===== src/rtl/stage_sequencer.sv =====
// Multi-cycle instruction sequencer for the MIPS core.
// Walks each instruction through IF, ID, EX, optional MEM and WB, emitting
// one-cycle stage strobes plus memory, PC and register-file controls.
// A halt opcode parks the sequencer until reset.
module stage_sequencer (
  input  logic        clk,
  input  logic        rst,
  input  logic        stall,
  input  logic [5:0]  opcode,
  input  logic [5:0]  funct,
  input  logic        imem_ready,
  input  logic        dmem_ready,
  output logic        IF,
  output logic        ID,
  output logic        EX,
  output logic        MEM,
  output logic        WB,
  output logic        pc_en,
  output logic        jr,
  output logic        IMEM_en,
  output logic        DMEM_en,
  output logic        dmem_we,
  output logic        reg_we,
  output logic        halted,
  output logic [31:0] retired
);

  typedef enum logic [2:0] {
    S_IF   = 3'd0,
    S_ID   = 3'd1,
    S_EX   = 3'd2,
    S_MEM  = 3'd3,
    S_WB   = 3'd4,
    S_HALT = 3'd5
  } state_t;

  // JR gets its own class so the WB decode needs no funct field.
  typedef enum logic [2:0] {
    C_RTYPE = 3'd0,
    C_JR    = 3'd1,
    C_LW    = 3'd2,
    C_SW    = 3'd3,
    C_BEQ   = 3'd4,
    C_J     = 3'd5,
    C_HALT  = 3'd6,
    C_IALU  = 3'd7
  } class_t;

  state_t      r_state;
  state_t      w_state_next;
  class_t      r_class;
  class_t      w_class;
  logic [31:0] r_retired;

  // Classify the opcode currently on the instruction bus.
  always_comb begin
    w_class = C_IALU;
    case (opcode)
      6'b000000: w_class = (funct == 6'b001000) ? C_JR : C_RTYPE;
      6'b100011: w_class = C_LW;
      6'b101011: w_class = C_SW;
      6'b000100: w_class = C_BEQ;
      6'b000010: w_class = C_J;
      6'b111111: w_class = C_HALT;
      default:   w_class = C_IALU;
    endcase
  end

  // State register; unused codes fall back to S_IF via the next-state decode.
  always_ff @(posedge clk) begin
    if (rst) begin
      r_state <= S_IF;
    end else begin
      r_state <= w_state_next;
    end
  end

  // Next state: every non-halt stage freezes while stall is high, and ready
  // seen during a stall is simply not acted on.
  always_comb begin
    w_state_next = r_state;
    case (r_state)
      S_IF:    if (!stall && imem_ready) w_state_next = S_ID;
      S_ID:    if (!stall) w_state_next = (w_class == C_HALT) ? S_HALT : S_EX;
      S_EX:    if (!stall) w_state_next = (r_class == C_LW || r_class == C_SW) ? S_MEM : S_WB;
      S_MEM:   if (!stall && dmem_ready) w_state_next = S_WB;
      S_WB:    if (!stall) w_state_next = S_IF;
      S_HALT:  w_state_next = S_HALT;
      default: w_state_next = S_IF;
    endcase
  end

  // Latch the class as ID completes and count instructions as WB completes.
  always_ff @(posedge clk) begin
    if (rst) begin
      r_class   <= C_IALU;
      r_retired <= 32'd0;
    end else begin
      if (r_state == S_ID && !stall) begin
        r_class <= w_class;
      end
      if (r_state == S_WB && !stall) begin
        r_retired <= r_retired + 32'd1;
      end
    end
  end

  // Output decode from state, latched class and stall; the ready inputs only
  // reach the IF and MEM strobes. Reset forces everything low.
  always_comb begin
    IF      = 1'b0;
    ID      = 1'b0;
    EX      = 1'b0;
    MEM     = 1'b0;
    WB      = 1'b0;
    pc_en   = 1'b0;
    jr      = 1'b0;
    IMEM_en = 1'b0;
    DMEM_en = 1'b0;
    dmem_we = 1'b0;
    reg_we  = 1'b0;
    halted  = 1'b0;
    if (!rst) begin
      case (r_state)
        S_IF: begin
          IMEM_en = 1'b1;
          IF      = !stall && imem_ready;
        end
        S_ID: ID = !stall;
        S_EX: EX = !stall;
        S_MEM: begin
          DMEM_en = 1'b1;
          dmem_we = (r_class == C_SW);
          MEM     = !stall && dmem_ready;
        end
        S_WB: begin
          WB     = !stall;
          pc_en  = !stall;
          jr     = !stall && (r_class == C_JR);
          reg_we = !stall && (r_class == C_RTYPE || r_class == C_IALU || r_class == C_LW);
        end
        S_HALT:  halted = 1'b1;
        default: ;
      endcase
    end
  end

  assign retired = rst ? 32'd0 : r_retired;

endmodule

===== config.mk =====
export PLATFORM = sky130hd
export DESIGN_NAME = stage_sequencer
export DESIGN_NICKNAME = d
export VERILOG_FILES = /design/src/rtl/stage_sequencer.sv
export SDC_FILE = /design/constraint.sdc
export NUM_CORES = 1
export LEC_CHECK = 0
export BUFFER_PORTS_ARGS = -buffer_cell sky130_fd_sc_hd__buf_2
export CAP_MARGIN = 10
export CORE_ASPECT_RATIO = 1.1
export CORE_UTILIZATION = 52
export DETAILED_ROUTE_END_ITERATION = 8
export MAX_ROUTING_LAYER = met4
export PLACE_DENSITY_LB_ADDON = 0.25
export SLEW_MARGIN = 0
export SYNTH_ARGS = -nofsm -noshare
export SYNTH_HDL_FRONTEND = slang
export SYNTH_SLANG_ARGS = --single-unit

===== constraint.sdc =====
create_clock -name clk -period 3.2 [get_ports clk]
set_input_delay 0.8 -clock clk [delete_from_list [all_inputs] [get_ports clk]]
set_output_delay 0.8 -clock clk [all_outputs]
set_load 0.005 [all_outputs]

## Yosys cells after proc, flatten, opt, wreduce, memory -nomap -nowiden

Cells that the tools add are included.

- Flip-flop bits (word level): 38
- Output and inout port bits: 44

- Reduce and logical (&&, ||, !) cells: 14
- Multiplexer cells: 33
- Equality and inequality tests: 21
- $add $sub $neg: 1

Operators by type and width:

| kind | number |
|---|---|
| $pmux 3 s6 | 2 |
| $add 32x1->32 const B | 1 |
| $mux 32 | 1 |
| $mux 1 | 23 |
| $mux 3 | 7 |
| $eq 6x6->1 const B | 3 |
| $eq 3x2->1 const B | 4 |
| $eq 3x3->1 const B | 4 |
| $ne 2x2->1 const B | 5 |
| $eq 3x1->1 const B | 2 |
| $eq 6x2->1 const B | 1 |
| $eq 6x3->1 const B | 1 |
| $eq 6x4->1 const B | 1 |
| $logic_and 1x1->1 | 6 |
| $logic_not 3->1 | 2 |
| $logic_not 6->1 | 1 |
| $reduce_and 5->1 | 1 |
| $logic_or 1x1->1 | 3 |
| $logic_not 1->1 | 1 |

## Logic depth before layout (Yosys ltp)

Gate-level depths: netlist of run 1.

- Depth in word-level cells: 7
- Mapped depth: 6
- Gate-level depth less buffers: 5

## Worst setup path after synthesis of run 1

Ideal clock, no wire load.

- Path type: input-to-output
- From: input port stall
- To: output port jr
- Setup slack: 0.556 ns
- Cell stages on the path: 3
- Data arrival time: 1.844 ns
- Path buffers: 0
- Path through: or4b_4 nor2_1 nor4bb_1

- Cells in the longest elaborated chain, start to end: 4

RTL lines:

| element | line | text |
|---|---|---|
| from (decl) | 8 | `input logic stall,` |
| $logic_not 1->1 | 139 | `jr = !stall && (r_class == C_JR);` |
| $logic_and 1x1->1 | 139 |  |
| $mux 1 | 124 | `case (r_state)` |
| $mux 1 | 123 | `if (!rst) begin` |
| to (decl) | 19 | `output logic jr,` |

No other way between the ends.

## Worst setup path in the final report of run 1

Same ends and word-level chain as after synthesis.

==> summary.md, run 1 <==
| Metric | Value |
|---|---|
| Status | completed |
| Die Span Y | 71.1 µm |
| Pre-CTS setup slack | 261 ps |
| N_diodes | 0 |
| Type of the worst setup path | in -> out |
| P_sw | 0.215 mW |
| Initial DRC Count | 132 |
| Port bufs | 60 |
| Setup TNS | 0 ps |
| Io pins | 61 |
| Sum of buffers and inverters on the critical path | 2 |
| Unrepaired setup endpoints after global routing | no |
| Nets | 349 |
| Clock transition at the registers of the reported paths | 70 ps |
| CTS root buf | clkbuf_8 |
| Gpl congestion | 0.856 |
| Setup slack, reg-to-reg | 680 ps |
| Hold WS | 498 ps |
| # DRC | 0 |
| Synthesized cell area | 0.00226 mm² |
| Met1 GRT Util | 27.2% |
| Finish-stage setup viols | 0 |
| Yosys Warn Count | 0 |
| Clk sinks | 38 |
| Most frequent cells in the layout | 60 x buf_2, 38 x dfxtp_1, 36 x nor2_1, 28 x nor2b_1, 15 x mux2_2 |
| Most frequent CP cell | buf_2 |
| Int Power | 0.732 mW |
| Crit. path cell count | 5 |
| Routed WL | 4.67 mm |
| Async S/R FF share, synth | 0% |
| Layout cells sized above 1 | 27.1% |
| Core region area | 0.00405 mm² |
| Flop pwr share | 51.1% |
| Peak Freq | 342 MHz |
| Filler instances | 363 |
| GRT Residual Overflow | 0 |
| Switching Fraction | 22.7% |
| Library cells used by synthesis | 44 |
| EDFF count, synth | 0 |
| Reg2reg start | r_state[1] |
| Slew headroom | 67.0% |
| Placement row count | 24 |
| Worst Hold Class | reg -> reg |
| Via density | 5.60 |
| DR vias | 2149 |
| Largest stage delay on the critical path | 530 ps |
| Post-placement cell count | 376 |
| Global Route met2 Usage | 34.8% |
| Clk_lat worst skew | 290 ps |
| Layout area overhead | 18.5% |
| Pin count of the biggest net entering global routing | 67 |
| Worst slew pin tran | 495 ps |
| Critical path fanouts, max | 8 |
| TritonRoute pass-1 iters | 4 |
| Final HPWL DP | 3.41 mm |
| Synth Register Bits | 38 |
| Cell area power density | 354 mW/mm² |
| Critical Path Start | stall |
| Sequential share of the synthesized area | 33.7% |
| First-pass GRT wire length | 7.71 mm |
| Initial Util | 55.7% |
| Reg2reg end | r_retired[30] |
| Final core utilization | 66.0% |
| Die area | 0.00461 mm² |
| Comb pwr share | 6.4% |
| CTS H-tree lvls | 2 |
| Post-route insts no fill | 384 |
| Area of the multi-input gates | 0.00139 mm² |
| Dpl cell area | 0.00256 mm² |
| Tot GR Track Use | 21.5% |
| Ys flop type | dfxtp_1 |
| Number of global-route vias before repair | 1810 |
| Final Max Slew Viols | 0 |
| DR WL/cell | 12.2 µm |
| Register area | 761 µm² |
| Final Hold Vio Count | 0 |
| Crit path capture | jr |
| Clock Tree Buf Depth | 2 |
| CP startpoint kind | input port |
| Syn Area/Cell | 8.03 µm² |
| Design Area, Final | 0.00267 mm² |
| CP delay by family, top | simple AND/OR/NAND/NOR gates |
| Fin Clk Skew | 6.93 ps |
| Met3 Usage GRT | 4.35% |
| Die X | 64.8 µm |
| Busiest grt layer | met2 |
| CP arrival | 2130 ps |
| Commonest non-fill, non-tap cell in the layout | buf_2 |
| Total design power | 0.947 mW |
| Cts repair resizes | 0 |
| Post-route antenna net violation count | 0 |
| Initial antenna violation count | 0 |
| Worst vdd ir | 0.231 mV |
| Cts bufs inserted | 5 |
| Setup ws final | 275 ps |
| Mapped Cells | 281 |
| Critical path required time | 2400 ps |
| Setup bufs post-CTS | 0 |
| Max cap viols | 0 |
| Critical Path Sink Type | output port |
| Clock power frac | 42.5% |
| CTS tree | yes |
| Syn Nets | 299 |
| CTS Hold Buffers Added | 0 |
| Crit-path cells | buf_2, or4b_4, nor2_1, nor4bb_1, buf_2 |
| Final min period | 2930 ps |
| P_leak | 1.13 nW |
| Period utilisation layout | 91.4% |
| Worst path slowest cell | or4b_4 |
| Worst-case reg-to-reg path depth | 4 |
==> registers in the layout, indices dropped and copies added (netlist names) <==
| register | flops |
|---|---|
| r_retired | 32 |
| r_class | 3 |
| r_state | 3 |
==> power by group through the flow <==
stage                     clock network, mW  logic, mW  registers (mW)
after floorplan                           0     0.0442           0.490
after global placement                    0     0.0593           0.495
after detailed placement                  0     0.0605           0.495
after CTS                             0.416     0.0607           0.484
after global routing                  0.429     0.0685           0.485
final                                 0.403     0.0602           0.484
==> worst min-delay path: stages (launching register included) <==
cell and delay, ps:
dfxtp_1 340, nand2_1 60, a21oi_1 50
==> how the worst min path moves through the flow <==
| stage | startpoint | to | cells after the start | slack [ps] |
|---|---|---|---|---|
| after detailed placement | r_retired[1] | r_retired[1] | 2 | 480 |
| after CTS | r_retired[1] | r_retired[1] | 2 | 490 |
| after global routing | r_retired[1] | r_retired[1] | 2 | 510 |
| final | r_retired[1] | r_retired[1] | 2 | 500 |
| after floorplan | r_retired[1] | r_retired[1] | 2 | 460 |
| after global placement | r_retired[1] | r_retired[1] | 2 | 470 |
==> Yosys cell counts (9+ instances only) <==
library cell	count	area share (%)
nor3_1	11	2.4
and3_1	9	2.5
nor2b_1	28	7.8
a21oi_1	13	2.9
nand4_1	10	2.8
nor2_1	36	6.0
mux2_2	15	7.5
nand3_1	13	2.9
clkbuf_1	14	2.3
dfxtp_1	38	34
nand2_1	12	2.0
==> routing by layer <==
metal	wire length, µm	vias up	share of wire, %
met5	0	-	0
met1	2280	990	49
met3	171	7	3.7
li1	-	1114	-
met4	43	0	0.92
met2	2180	38	47
==> final cells by class <==
type	instances	area share [%]
Multi-Input combinational cell	217	51.8
Sequential cell	38	28.5
Timing Repair Buffer	62	12.3
Clock buffer	5	2.57
Tap cell	52	2.43
Clock inverter	3	1.50
Inverter	7	0.983
==> cell families after synthesis <==
kind of cell	count (synthesis)	synth area share [%]
XOR/XNOR	10	3.88
AO/OA/AOI/OAI	34	9.65
adder cells (fa/ha/maj)	1	0.554
buffers and inverters	26	4.93
flip-flops	38	33.7
multiplexers	15	7.48
AND/OR/NAND/NOR	157	39.8
Power figures use the tool's default switching activity.
==> run 2, diff against run 1 <==
--- a/config.mk
+++ b/config.mk
@@ -11,7 +11,7 @@
 export CORE_UTILIZATION = 52
 export DETAILED_ROUTE_END_ITERATION = 8
 export MAX_ROUTING_LAYER = met4
-export PLACE_DENSITY_LB_ADDON = 0.25
+export PLACE_DENSITY = 0.83
 export SLEW_MARGIN = 0
 export SYNTH_ARGS = -nofsm -noshare
 export SYNTH_HDL_FRONTEND = slang
==> run 2 against run 1 <==
  * First-iteration DRC count rose by 9.8%
  * Wire length grew 7.9%
  * Utilization fell by 0.56 points
  * Non-clock buffer count rose by 1
  * Fmax fell by 0.51%
  * Register-to-register slack got worse by 20 ps
  * Global-route usage increased by 1.9 points
==> summary.md, run 2 (same netlist as run 1, synthesis figures left out) <==
| Metric | Value |
|---|---|
| Tot GR Track Use | 23.4% |
| Peak Freq | 340 MHz |
| Die X | 64.8 µm |
| Reg with most FFs | r_retired |
| Post-route antenna net violation count | 0 |
| Placement row count | 24 |
| Filler instances | 395 |
| N_diodes | 0 |
| Number of global-route vias before repair | 1906 |
| Register area | 761 µm² |
| Setup TNS | 0 ps |
| Clk sinks | 38 |
| CTS tree | yes |
| Most frequent cells in the layout | 60 x buf_2, 38 x dfxtp_1, 36 x nor2_1, 28 x nor2b_1, 15 x mux2_2 |
| Die area | 0.00461 mm² |
| Worst Hold Class | reg -> reg |
| Worst vdd ir | 0.245 mV |
| Core region area | 0.00405 mm² |
| CP startpoint kind | input port |
| Period utilisation layout | 91.9% |
| Final core utilization | 65.4% |
| Routed WL | 5.05 mm |
| Largest regs | r_retired x32, r_class x3, r_state x3 |
| Setup bufs post-CTS | 0 |
| Pin count of the biggest net entering global routing | 56 |
| Die Span Y | 71.1 µm |
| Final HPWL DP | 3.69 mm |
| Cell area power density | 331 mW/mm² |
| Critical Path Sink Type | output port |
| Finish-stage setup viols | 0 |
| Critical path fanouts, max | 8 |
| Slew headroom | 64.2% |
| Area of the multi-input gates | 0.00139 mm² |
| Metal2 WL | 2.47 mm |
| Layout area overhead | 17.5% |
| Total design power | 0.877 mW |
| Port bufs | 60 |
| TritonRoute pass-1 iters | 4 |
| Critical path required time | 2400 ps |
| CTS root buf | clkbuf_8 |
| Initial DRC Count | 145 |
| Status | completed |
| Critical Path Start | stall |
| Crit-path cells | buf_2, or4b_4, nor2_1, nor4bb_1, buf_2 |
| CTS Hold Buffers Added | 0 |
| Initial antenna violation count | 0 |
| Clock Tree Buf Depth | 2 |
| Hold path start | r_retired[1] |
| Wire length on met1 | 2.28 mm |
| Met3 Wirelength | 222 µm |
| Clk_lat worst skew | 280 ps |
| Initial Util | 55.7% |
| Cts bufs inserted | 5 |
| Max reg flops | 32 |
| GRT Residual Overflow | 0 |
| Highest metal used | met4 |
| Fin Clk Skew | 4.04 ps |
| Via density | 5.75 |
| Max cap viols | 0 |
| CTS H-tree lvls | 2 |
| Reg2reg start | r_state[1] |
| Gpl congestion | 0.856 |
| Io pins | 61 |
| CP arrival | 2140 ps |
| Worst slew pin tran | 536 ps |
| Clock transition at the registers of the reported paths | 70 ps |
| First-pass GRT wire length | 8.27 mm |
| Nets | 350 |
| Commonest non-fill, non-tap cell in the layout | buf_2 |
| Largest stage delay on the critical path | 530 ps |
| Final Max Slew Viols | 0 |
| P_leak | 1.12 nW |
| DR WL/cell | 13.1 µm |
| Type of the worst setup path | in -> out |
| Final min period | 2940 ps |
| # DRC | 0 |
| Worst path slowest cell | or4b_4 |
| Unrepaired setup endpoints after global routing | no |
| Layout cells sized above 1 | 27.0% |
| Final Hold Vio Count | 0 |
| DR vias | 2213 |
| Most frequent CP cell | buf_2 |
| Cts repair resizes | 0 |
==> run 2: area by class of cell <==
class	instances	area share, %
tap	52	2.45
inverter	7	0.991
clock buffer	7	3.26
sequential	38	28.7
timing repair buffer	63	12.2
multi-input combinational	217	52.2
clock inverter	1	0.189
==> run 2: path summary, 6_finish.rpt <==
kind / endpoint / slack, ps / cells after the start
hold / removal: r_retired[1] / 490 / 2
setup reg to reg: r_retired[30] / 660 / 4
setup / recovery: jr / 260 / 5
hold reg to reg: r_retired[1] / 490 / 2
==> run 2: metrics by stage <==
| step | instance area (µm²) | cells | hold slack [ps] | worst slack (ps) |
|---|---|---|---|---|
| after floorplan | 2260 | 281 | 457 | 556 |
| after global placement | 2560 | 377 | 474 | 323 |
| after detailed placement | 2560 | 377 | 482 | 252 |
| after CTS | 2650 | 385 | 491 | 249 |
| after global routing | 2650 | 385 | 524 | 207 |
| final | 2650 | 385 | 488 | 260 |
==> run 2: power by group <==
group / leakage (nW) / total, mW / internal [mW] / switching, mW
Sequential: 0.307 / 0.484 / 0.476 / 0.00817
Clock: 0.0482 / 0.333 / 0.174 / 0.159
Combinational: 0.770 / 0.0598 / 0.0260 / 0.0338
==> run 2: worst max-delay path, delay by kind of cell <==
family / cells / cell delay [ps]
simple gates: 3 / 1040
buf+inv: 2 / 290
==> run 2: per-layer routing <==
layer	GRT usage, %	up-vias
li1	-	1111
met2	37.0	58
met4	7.41	0
met3	5.00	8
met1	29.4	1036
met5	-	-
